`src/rtl/mmio_uart_pkg.sv`:
```
// Shared definitions for the memory-mapped UART transmitter: register map,
// STATUS bit positions and serializer state encoding.
package mmio_uart_pkg;

    localparam logic [1:0] REG_DATA   = 2'd0;
    localparam logic [1:0] REG_STATUS = 2'd1;
    localparam logic [1:0] REG_DIV    = 2'd2;

    localparam int unsigned ST_FULL    = 0;
    localparam int unsigned ST_EMPTY   = 1;
    localparam int unsigned ST_BUSY    = 2;
    localparam int unsigned ST_CNT_LSB = 4;

    typedef enum logic [1:0] {
        S_IDLE  = 2'd0,
        S_START = 2'd1,
        S_DATA  = 2'd2,
        S_STOP  = 2'd3
    } ser_state_e;

    function automatic logic [3:0] sat_count4(input int unsigned n);
        return (n > 32'd15) ? 4'd15 : n[3:0];
    endfunction

endpackage

```
`src/rtl/mmio_uart_tx_if.sv`:
```
// rv32i data-port bus as seen by a memory-mapped responder.
interface mmio_uart_tx_if;
    logic [31:0] addr;
    logic [31:0] wdata;
    logic [3:0]  wmask;
    logic        wstrb;
    logic        rstrb;
    logic [31:0] rdata;
    logic        rbusy;
    logic        wbusy;

    modport master (output addr, wdata, wmask, wstrb, rstrb,
                    input  rdata, rbusy, wbusy);
    modport slave  (input  addr, wdata, wmask, wstrb, rstrb,
                    output rdata, rbusy, wbusy);
endinterface

```
`src/rtl/mmio_uart_tx_sync_fifo.sv`:
```
// Synchronous first-word-fall-through FIFO with extra-MSB wrap pointers.
// A push while full is accepted when a pop happens on the same edge.
module sync_fifo #(
    parameter int unsigned WIDTH = 8,
    parameter int unsigned DEPTH = 8
) (
    input  logic                       clk,
    input  logic                       rst,
    input  logic                       push_i,
    input  logic [WIDTH-1:0]           wdata_i,
    input  logic                       pop_i,
    output logic [WIDTH-1:0]           rdata_o,
    output logic                       full_o,
    output logic                       empty_o,
    output logic [$clog2(DEPTH):0]     count_o
);
    localparam int unsigned AW = $clog2(DEPTH);

    logic [WIDTH-1:0] mem_q [DEPTH];
    logic [AW:0]      wptr_q, rptr_q;
    logic             do_push, do_pop;

    assign full_o  = (wptr_q[AW] != rptr_q[AW]) && (wptr_q[AW-1:0] == rptr_q[AW-1:0]);
    assign empty_o = (wptr_q == rptr_q);
    assign count_o = wptr_q - rptr_q;
    assign rdata_o = mem_q[rptr_q[AW-1:0]];

    assign do_pop  = pop_i && !empty_o;
    assign do_push = push_i && (!full_o || do_pop);

    always_ff @(posedge clk or posedge rst) begin
        if (rst) begin
            wptr_q <= '0;
            rptr_q <= '0;
        end else begin
            if (do_push) wptr_q <= wptr_q + 1'b1;
            if (do_pop)  rptr_q <= rptr_q + 1'b1;
        end
    end

    always_ff @(posedge clk) begin
        if (do_push) mem_q[wptr_q[AW-1:0]] <= wdata_i;
    end

endmodule

```
`src/rtl/mmio_uart_tx.sv`:
```
// Memory-mapped 8N1 UART transmitter: register decode, one-deep write stall
// buffer in front of the TX FIFO, and the bit serializer.
module mmio_uart_tx
    import mmio_uart_pkg::*;
#(
    parameter int unsigned FIFO_DEPTH  = 8,
    parameter logic [15:0] DEFAULT_DIV = 16'd434
) (
    input  logic          clk,
    input  logic          rst,
    mmio_uart_tx_if.slave bus,
    output logic          tx,
    output logic          irq
);
    localparam int unsigned CW = $clog2(FIFO_DEPTH) + 1;

    ser_state_e    state_q, state_d;
    logic [15:0]   cnt_q, cnt_d, div_q, div_d, div_m1;
    logic [2:0]    bit_q, bit_d;
    logic [7:0]    shift_q, shift_d, pend_data_q, pend_data_d, push_data, fifo_rdata;
    logic          pend_q, pend_d, push, pop, fifo_full, fifo_empty, ser_busy;
    logic [CW-1:0] fifo_count;
    logic [31:0]   rdata_q, rd_val, status;
    logic [1:0]    sel;
    logic          wr_ok, data_wr;
    logic          unused_bits;

    assign sel         = bus.addr[3:2];
    assign wr_ok       = bus.wstrb && !pend_q;
    assign data_wr     = wr_ok && (sel == REG_DATA) && bus.wmask[0];
    assign unused_bits = ^{bus.addr[31:4], bus.addr[1:0], bus.wdata[31:16], bus.wmask[3:2]};

    sync_fifo #(.WIDTH(8), .DEPTH(FIFO_DEPTH)) u_fifo (
        .clk     (clk),
        .rst     (rst),
        .push_i  (push),
        .wdata_i (push_data),
        .pop_i   (pop),
        .rdata_o (fifo_rdata),
        .full_o  (fifo_full),
        .empty_o (fifo_empty),
        .count_o (fifo_count)
    );

    // A pending byte has priority; a DATA write while full only stalls if
    // no pop frees a slot on the same edge.
    always_comb begin
        push        = 1'b0;
        push_data   = pend_data_q;
        pend_d      = pend_q;
        pend_data_d = pend_data_q;
        if (pend_q) begin
            if (!fifo_full || pop) begin
                push   = 1'b1;
                pend_d = 1'b0;
            end
        end else if (data_wr) begin
            if (!fifo_full || pop) begin
                push      = 1'b1;
                push_data = bus.wdata[7:0];
            end else begin
                pend_d      = 1'b1;
                pend_data_d = bus.wdata[7:0];
            end
        end
    end

    always_comb begin
        div_d = div_q;
        if (wr_ok && (sel == REG_DIV)) begin
            if (bus.wmask[0]) div_d[7:0]  = bus.wdata[7:0];
            if (bus.wmask[1]) div_d[15:8] = bus.wdata[15:8];
        end
    end

    always_comb begin
        status                     = '0;
        status[ST_FULL]            = fifo_full;
        status[ST_EMPTY]           = fifo_empty;
        status[ST_BUSY]            = ser_busy;
        status[ST_CNT_LSB +: 4]    = sat_count4(32'(fifo_count));
        case (sel)
            REG_STATUS: rd_val = status;
            REG_DIV:    rd_val = {16'h0000, div_q};
            default:    rd_val = '0;
        endcase
    end

    always_ff @(posedge clk or posedge rst) begin
        if (rst) begin
            rdata_q     <= '0;
            div_q       <= DEFAULT_DIV;
            pend_q      <= 1'b0;
            pend_data_q <= '0;
        end else begin
            if (bus.rstrb) rdata_q <= rd_val;
            div_q       <= div_d;
            pend_q      <= pend_d;
            pend_data_q <= pend_data_d;
        end
    end

    assign bus.rdata = rdata_q;
    assign bus.rbusy = 1'b0;
    assign bus.wbusy = pend_q;

    assign div_m1 = (div_q == '0) ? '0 : div_q - 16'd1;

    always_ff @(posedge clk or posedge rst) begin
        if (rst) begin
            state_q <= S_IDLE;
            cnt_q   <= '0;
            bit_q   <= '0;
            shift_q <= '0;
        end else begin
            state_q <= state_d;
            cnt_q   <= cnt_d;
            bit_q   <= bit_d;
            shift_q <= shift_d;
        end
    end

    always_comb begin
        state_d = state_q;
        cnt_d   = cnt_q;
        bit_d   = bit_q;
        shift_d = shift_q;
        pop     = 1'b0;
        case (state_q)
            S_IDLE: begin
                if (!fifo_empty) begin
                    pop     = 1'b1;
                    shift_d = fifo_rdata;
                    cnt_d   = div_m1;
                    state_d = S_START;
                end
            end
            S_START: begin
                if (cnt_q == '0) begin
                    state_d = S_DATA;
                    bit_d   = '0;
                    cnt_d   = div_m1;
                end else begin
                    cnt_d = cnt_q - 16'd1;
                end
            end
            S_DATA: begin
                if (cnt_q == '0) begin
                    shift_d = {1'b0, shift_q[7:1]};
                    cnt_d   = div_m1;
                    if (bit_q == 3'd7) state_d = S_STOP;
                    else               bit_d   = bit_q + 3'd1;
                end else begin
                    cnt_d = cnt_q - 16'd1;
                end
            end
            S_STOP: begin
                // Chain straight into the next start bit when data is queued.
                if (cnt_q == '0) begin
                    if (!fifo_empty) begin
                        pop     = 1'b1;
                        shift_d = fifo_rdata;
                        cnt_d   = div_m1;
                        state_d = S_START;
                    end else begin
                        state_d = S_IDLE;
                    end
                end else begin
                    cnt_d = cnt_q - 16'd1;
                end
            end
            default: state_d = S_IDLE;
        endcase
    end

    always_comb begin
        case (state_q)
            S_START: tx = 1'b0;
            S_DATA:  tx = shift_q[0];
            default: tx = 1'b1;
        endcase
        ser_busy = (state_q != S_IDLE);
        irq      = fifo_empty && (state_q == S_IDLE);
    end

endmodule

```
`src/flat_wrapper.sv`:
```
// flat-port wrapper written by rule: the top's interface ports become plain ports
module mmio_uart_tx_flat import mmio_uart_pkg::*;
#(
    parameter int unsigned FIFO_DEPTH  = 8,
    parameter logic [15:0] DEFAULT_DIV = 16'd434
)
  (clk, rst, tx, irq, bus_addr, bus_wdata, bus_wmask, bus_wstrb, bus_rstrb, bus_rdata, bus_rbusy, bus_wbusy);
  mmio_uart_tx_if bus_i ();
  input  logic clk;
  input  logic rst;
  output logic tx;
  output logic irq;
  input wire logic [$bits(bus_i.addr)-1:0] bus_addr;
  input wire logic [$bits(bus_i.wdata)-1:0] bus_wdata;
  input wire logic [$bits(bus_i.wmask)-1:0] bus_wmask;
  input wire logic [$bits(bus_i.wstrb)-1:0] bus_wstrb;
  input wire logic [$bits(bus_i.rstrb)-1:0] bus_rstrb;
  output wire logic [$bits(bus_i.rdata)-1:0] bus_rdata;
  output wire logic [$bits(bus_i.rbusy)-1:0] bus_rbusy;
  output wire logic [$bits(bus_i.wbusy)-1:0] bus_wbusy;
  assign bus_i.addr = bus_addr;
  assign bus_i.wdata = bus_wdata;
  assign bus_i.wmask = bus_wmask;
  assign bus_i.wstrb = bus_wstrb;
  assign bus_i.rstrb = bus_rstrb;
  assign bus_rdata = bus_i.rdata;
  assign bus_rbusy = bus_i.rbusy;
  assign bus_wbusy = bus_i.wbusy;
  mmio_uart_tx #(.FIFO_DEPTH(FIFO_DEPTH), .DEFAULT_DIV(DEFAULT_DIV)) u_core (.clk(clk), .rst(rst), .bus(bus_i), .tx(tx), .irq(irq));
endmodule
```
`config.mk`:
```
export PLATFORM = sky130hd
export DESIGN_NAME = mmio_uart_tx_flat
export DESIGN_NICKNAME = d
export VERILOG_FILES = /design/src/rtl/mmio_uart_pkg.sv /design/src/rtl/mmio_uart_tx_if.sv /design/src/rtl/mmio_uart_tx_sync_fifo.sv /design/src/rtl/mmio_uart_tx.sv /design/src/flat_wrapper.sv
export SDC_FILE = /design/constraint.sdc
export NUM_CORES = 1
export LEC_CHECK = 0
export CAP_MARGIN = 25
export CORE_AREA = 2 2 130 132
export CTS_CLUSTER_DIAMETER = 60
export DETAILED_ROUTE_END_ITERATION = 10
export DIE_AREA = 0 0 132 134
export PLACE_DENSITY = 0.68
export SYNTH_ARGS = -nofsm -noshare
export SYNTH_HDL_FRONTEND = slang
export SYNTH_SLANG_ARGS = --single-unit
```
`constraint.sdc`:
```
create_clock -name clk -period 2.85 [get_ports clk]
set_input_delay 0.57 -clock clk [delete_from_list [all_inputs] [get_ports clk]]
set_output_delay 0.57 -clock clk [all_outputs]
set_load 0.02 [all_outputs]
```
==> summary.txt <==
Outcome
  • Status: finished, final reports clean

Logic synthesis
  • Post-synth cell types: 64
  • Asr flop ratio synth: 54.9%
  • Synth Area in XOR/XNOR: slightly above 3%
  • Synth Area in Compound Gates: 12.0%
  • Largest family of logic cells by synthesized area: compound AO/OA/AOI/OAI gates
  • Post-synth EDFFs: 64
  • Syn_area_per_cell: about 12 µm²
  • Yosys top cell area share: a little over a quarter
  • Flops & latches, synth: about 140
  • Top cell type by total area after synthesis: edfxtp_1
  • Mapped Cells: between 600 and 700
  • Seq/Total Area, Yosys: 54.1%
  • Adder-cell area share of the yosys netlist: approximately 3.2%
  • Post-Synth Simple-Gate Area: between 10% and 20%
  • Post-synthesis mux area share: approximately 12%
  • Largest cells by area after synthesis: edfxtp_1, dfrtp_1, mux2_2
  • Synth Warn #: 0
  • Post-Syn Area: 7170 µm²
  • Synth Flop Type: dfrtp_1

GRT
  • GRT overflow: 0
  • Met1 usage: a little over a quarter
  • Met2 usage: 32.2%
  • Busiest layer in global routing: met2
  • Vias in the first global route: 5,216
  • Initial antenna violation count: 0
  • GRT Overall Usage: roughly a fifth
  • Met3 Resource Use GR: under 10%
  • Largest net degree at the start of global routing: a little under 50
  • First-pass GRT wire length: 27,500 µm

Die
  • Die area: ~18,000 µm²
  • Chip width: 132 µm
  • Die Ht: 134 µm
  • Core area: between 15,000 and 20,000 µm²
  • I/O Pins: 108
  • Rows: 47
  • Initial Util: approximately 44%

Finish
  • Most frequent cells in the layout: dfrtp_1, edfxtp_1, nand2_1
  • Sequential cell area: ~3900 µm²
  • Commonest non-fill, non-tap cell in the layout: dfrtp_1
  • # diodes: 0
  • Ratio of cells with drive above 1 in the final layout: 21.2%
  • Filler instances: about 1,400
  • Area of the multi-input gates: 3000 µm²
  • Layout net count: slightly below 800
  • Area grow syn2layout: 20.0%
  • Core Util, Final: a little over half
  • Post-route cell area: about 8600 µm²

STA
  • RSZ-0062 raised after global routing: no
  • Finish-stage setup viols: 0
  • Final worst slack: about 0.11 ns
  • Worst slew pin tran: between 0.6 and 0.7 ns
  • Max Slew Vio Count: 0
  • F_max: ~0.37 GHz
  • Min Tclk post-route: between 2 and 3 ns
  • Final TNS setup: 0 ns
  • Final Cycle Share: between 90% and 100%
  • Worst clock skew: 0.00850 ns
  • Endpoints failing hold: 0
  • Relative slew slack: 55.3%

Worst setup path
  • Worst Path Max Fanout: 5
  • Worst EP arrival: 2.17 ns
  • CP required: 2.28 ns
  • Worst path top cell family by delay: buffers and inverters
  • Max stage delay on crit path: 0.41 ns
  • CP Capture Type: output pin
  • Crit path cell chain: clkinv_1, ha_1, and4_1, nand2_1, inv_1, dlygate4sd2_1
  • CP Class: flop to output pin
  • Crit start category: flop
  • Reg2Reg Launch Point: u_core.div_q[1]
  • Slowest-stage cell, CP: ha_1
  • Crit path launch: u_core.u_fifo.rptr_q[2]
  • WP buf/inv: 3

Detailed routing
  • Mean routed wirelength per cell: 18.2 µm
  • Total number of vias: 5,177
  • First drt pass iteration count: 5
  • Vias per cell: about 5.7
  • Drt drc: 0
  • Initial drt markers: 451
  • Antenna Nets Post-Route: 0
  • Total Wirelength: approximately 17,000 µm

Job
  • Max-cap violations: 0

CTS
  • CTS H-tree lvls: 4
  • Setup Fix Bufs, Post-CTS: 0
  • TritonCTS clock tree: done
  • Post-CTS Hold Buffers: 0
  • Root buffer cell: clkbuf_16
  • Clock latency on the worst-skew pair: about 0.42 ns
  • Clock slew at reported path FFs: 0.06 ns
  • Total CTS buffers: 17
  • Clock buffer depth: 2
  • CTS resizes: 1
  • Clk sinks: 142

Placement
  • GPL Wtd Cong: just over 0.9
  • Dpl ws: 0.0559 ns
  • Dpl cell area: approximately 8000 µm²
  • I/O Buffers: 42
  • Hpwl dp: approximately 12,000 µm

Worst hold path
  • HP Class: input port to asynchronous set/reset pin

Power and ir drop
  • PwrDens: around 1000 nW/µm²
  • PnR Total Power: a little under 9000 µW
  • Pleak: ~0.0034 µW
  • Max VDD drop: approximately 0.56 mV
[power breakdown]
group	leakage (µW)	switching [µW]	internal, µW	total [µW]
Sequential	0.00159	346	2530	2880
Clock	0.000282	942	1240	2180
Combinational	0.00157	2190	1610	3800
Total	0.00344	3470	5390	8860
[flip-flops by register name, summed over array words and instances, names as in the netlist]
signal,cells
u_core.u_fifo.wptr_q,4
u_core.div_q,16
u_core.u_fifo.mem_q,64
u_core.bus.wbusy,1
u_core.cnt_q,16
u_core.state_q,2
u_core.bit_q,3
u_core.bus.rdata,16
u_core.shift_q,8
u_core.u_fifo.rptr_q,4
u_core.pend_data_q,8
[stage by stage]
step	std cells	hold WS (ns)
2_1_floorplan	626	0.448
6_report	915	0.402
5_1_grt	915	0.432
3_3_place_gp	883	0.462
3_5_place_dp	883	0.471
4_1_cts	915	0.401
[final cells by class]
cell class / count / share of cell area, %
timing repair buffer: 79 / 8.40
multi-input combinational: 405 / 34.9
clock buffer: 18 / 4.99
tap: 220 / 3.20
sequential: 142 / 45.1
clock inverter: 14 / 1.78
inverter: 37 / 1.63
[worst register-to-register path, cell delays in order, from the launching register on]
cell and delay [ns]:
dfstp_2 0.39, inv_1 0.05, ha_1 0.16, or3b_2 0.50, or4_4 0.48, or4_1 0.46, mux2i_2 0.23, o21ai_0 0.11
a32o_1 0.22
[logic make-up (layout without fill, tap and decap cells)]
logic type / count (synthesis) / after routing
multiplexers: 58 / 58
buffers and inverters: 79 / 148
adder cells (fa/ha/maj): 18 / 18
other: 1 / 17
AND/OR/NAND/NOR: 153 / 153
XOR/XNOR: 25 / 25
AO/OA/AOI/OAI: 134 / 134
flip-flops: 142 / 142
[worst paths after layout]
| check | endpoint | slack, ns | depth (start not counted) |
|---|---|---|---|
| worst max-delay path | irq | 0.11 | 6 |
| max in group asynchronous | u_core.div_q[8] | 1.86 | 3 |
| worst min-delay path | u_core.bit_q[0] | 0.40 | 2 |
| worst min register to register | u_core.u_fifo.wptr_q[3] | 0.49 | 1 |
| worst max register to register | u_core.cnt_q[10] | 0.15 | 8 |
| min in group clk | u_core.u_fifo.wptr_q[3] | 0.49 | 1 |
[layer usage]
layer | wire (µm) | up-vias
met4 | 258 | 0
met2 | 8110 | 161
met3 | 820 | 20
li1 | - | 2368
met1 | 7450 | 2628
met5 | 0 | -
[Yosys cell counts (5+ instances only)]
library cell  number
dfrtp_1           73
edfxtp_1          64
nand2_1           50
inv_1             36
mux2_2            36
a21oi_1           35
o21ai_0           34
nor2_1            30
clkbuf_1          20
buf_4             17
ha_1              17
nand3_1           17
mux4_2            16
xnor2_1           16
o22ai_1           14
nor3_1            13
a22oi_1           12
xor2_1             9
a22o_1             6
mux2i_1            6
nor4_1             6
dfstp_2            5
nor2b_1            5
o31ai_1            5
Note: power is estimated with default switching activity, not from simulation.
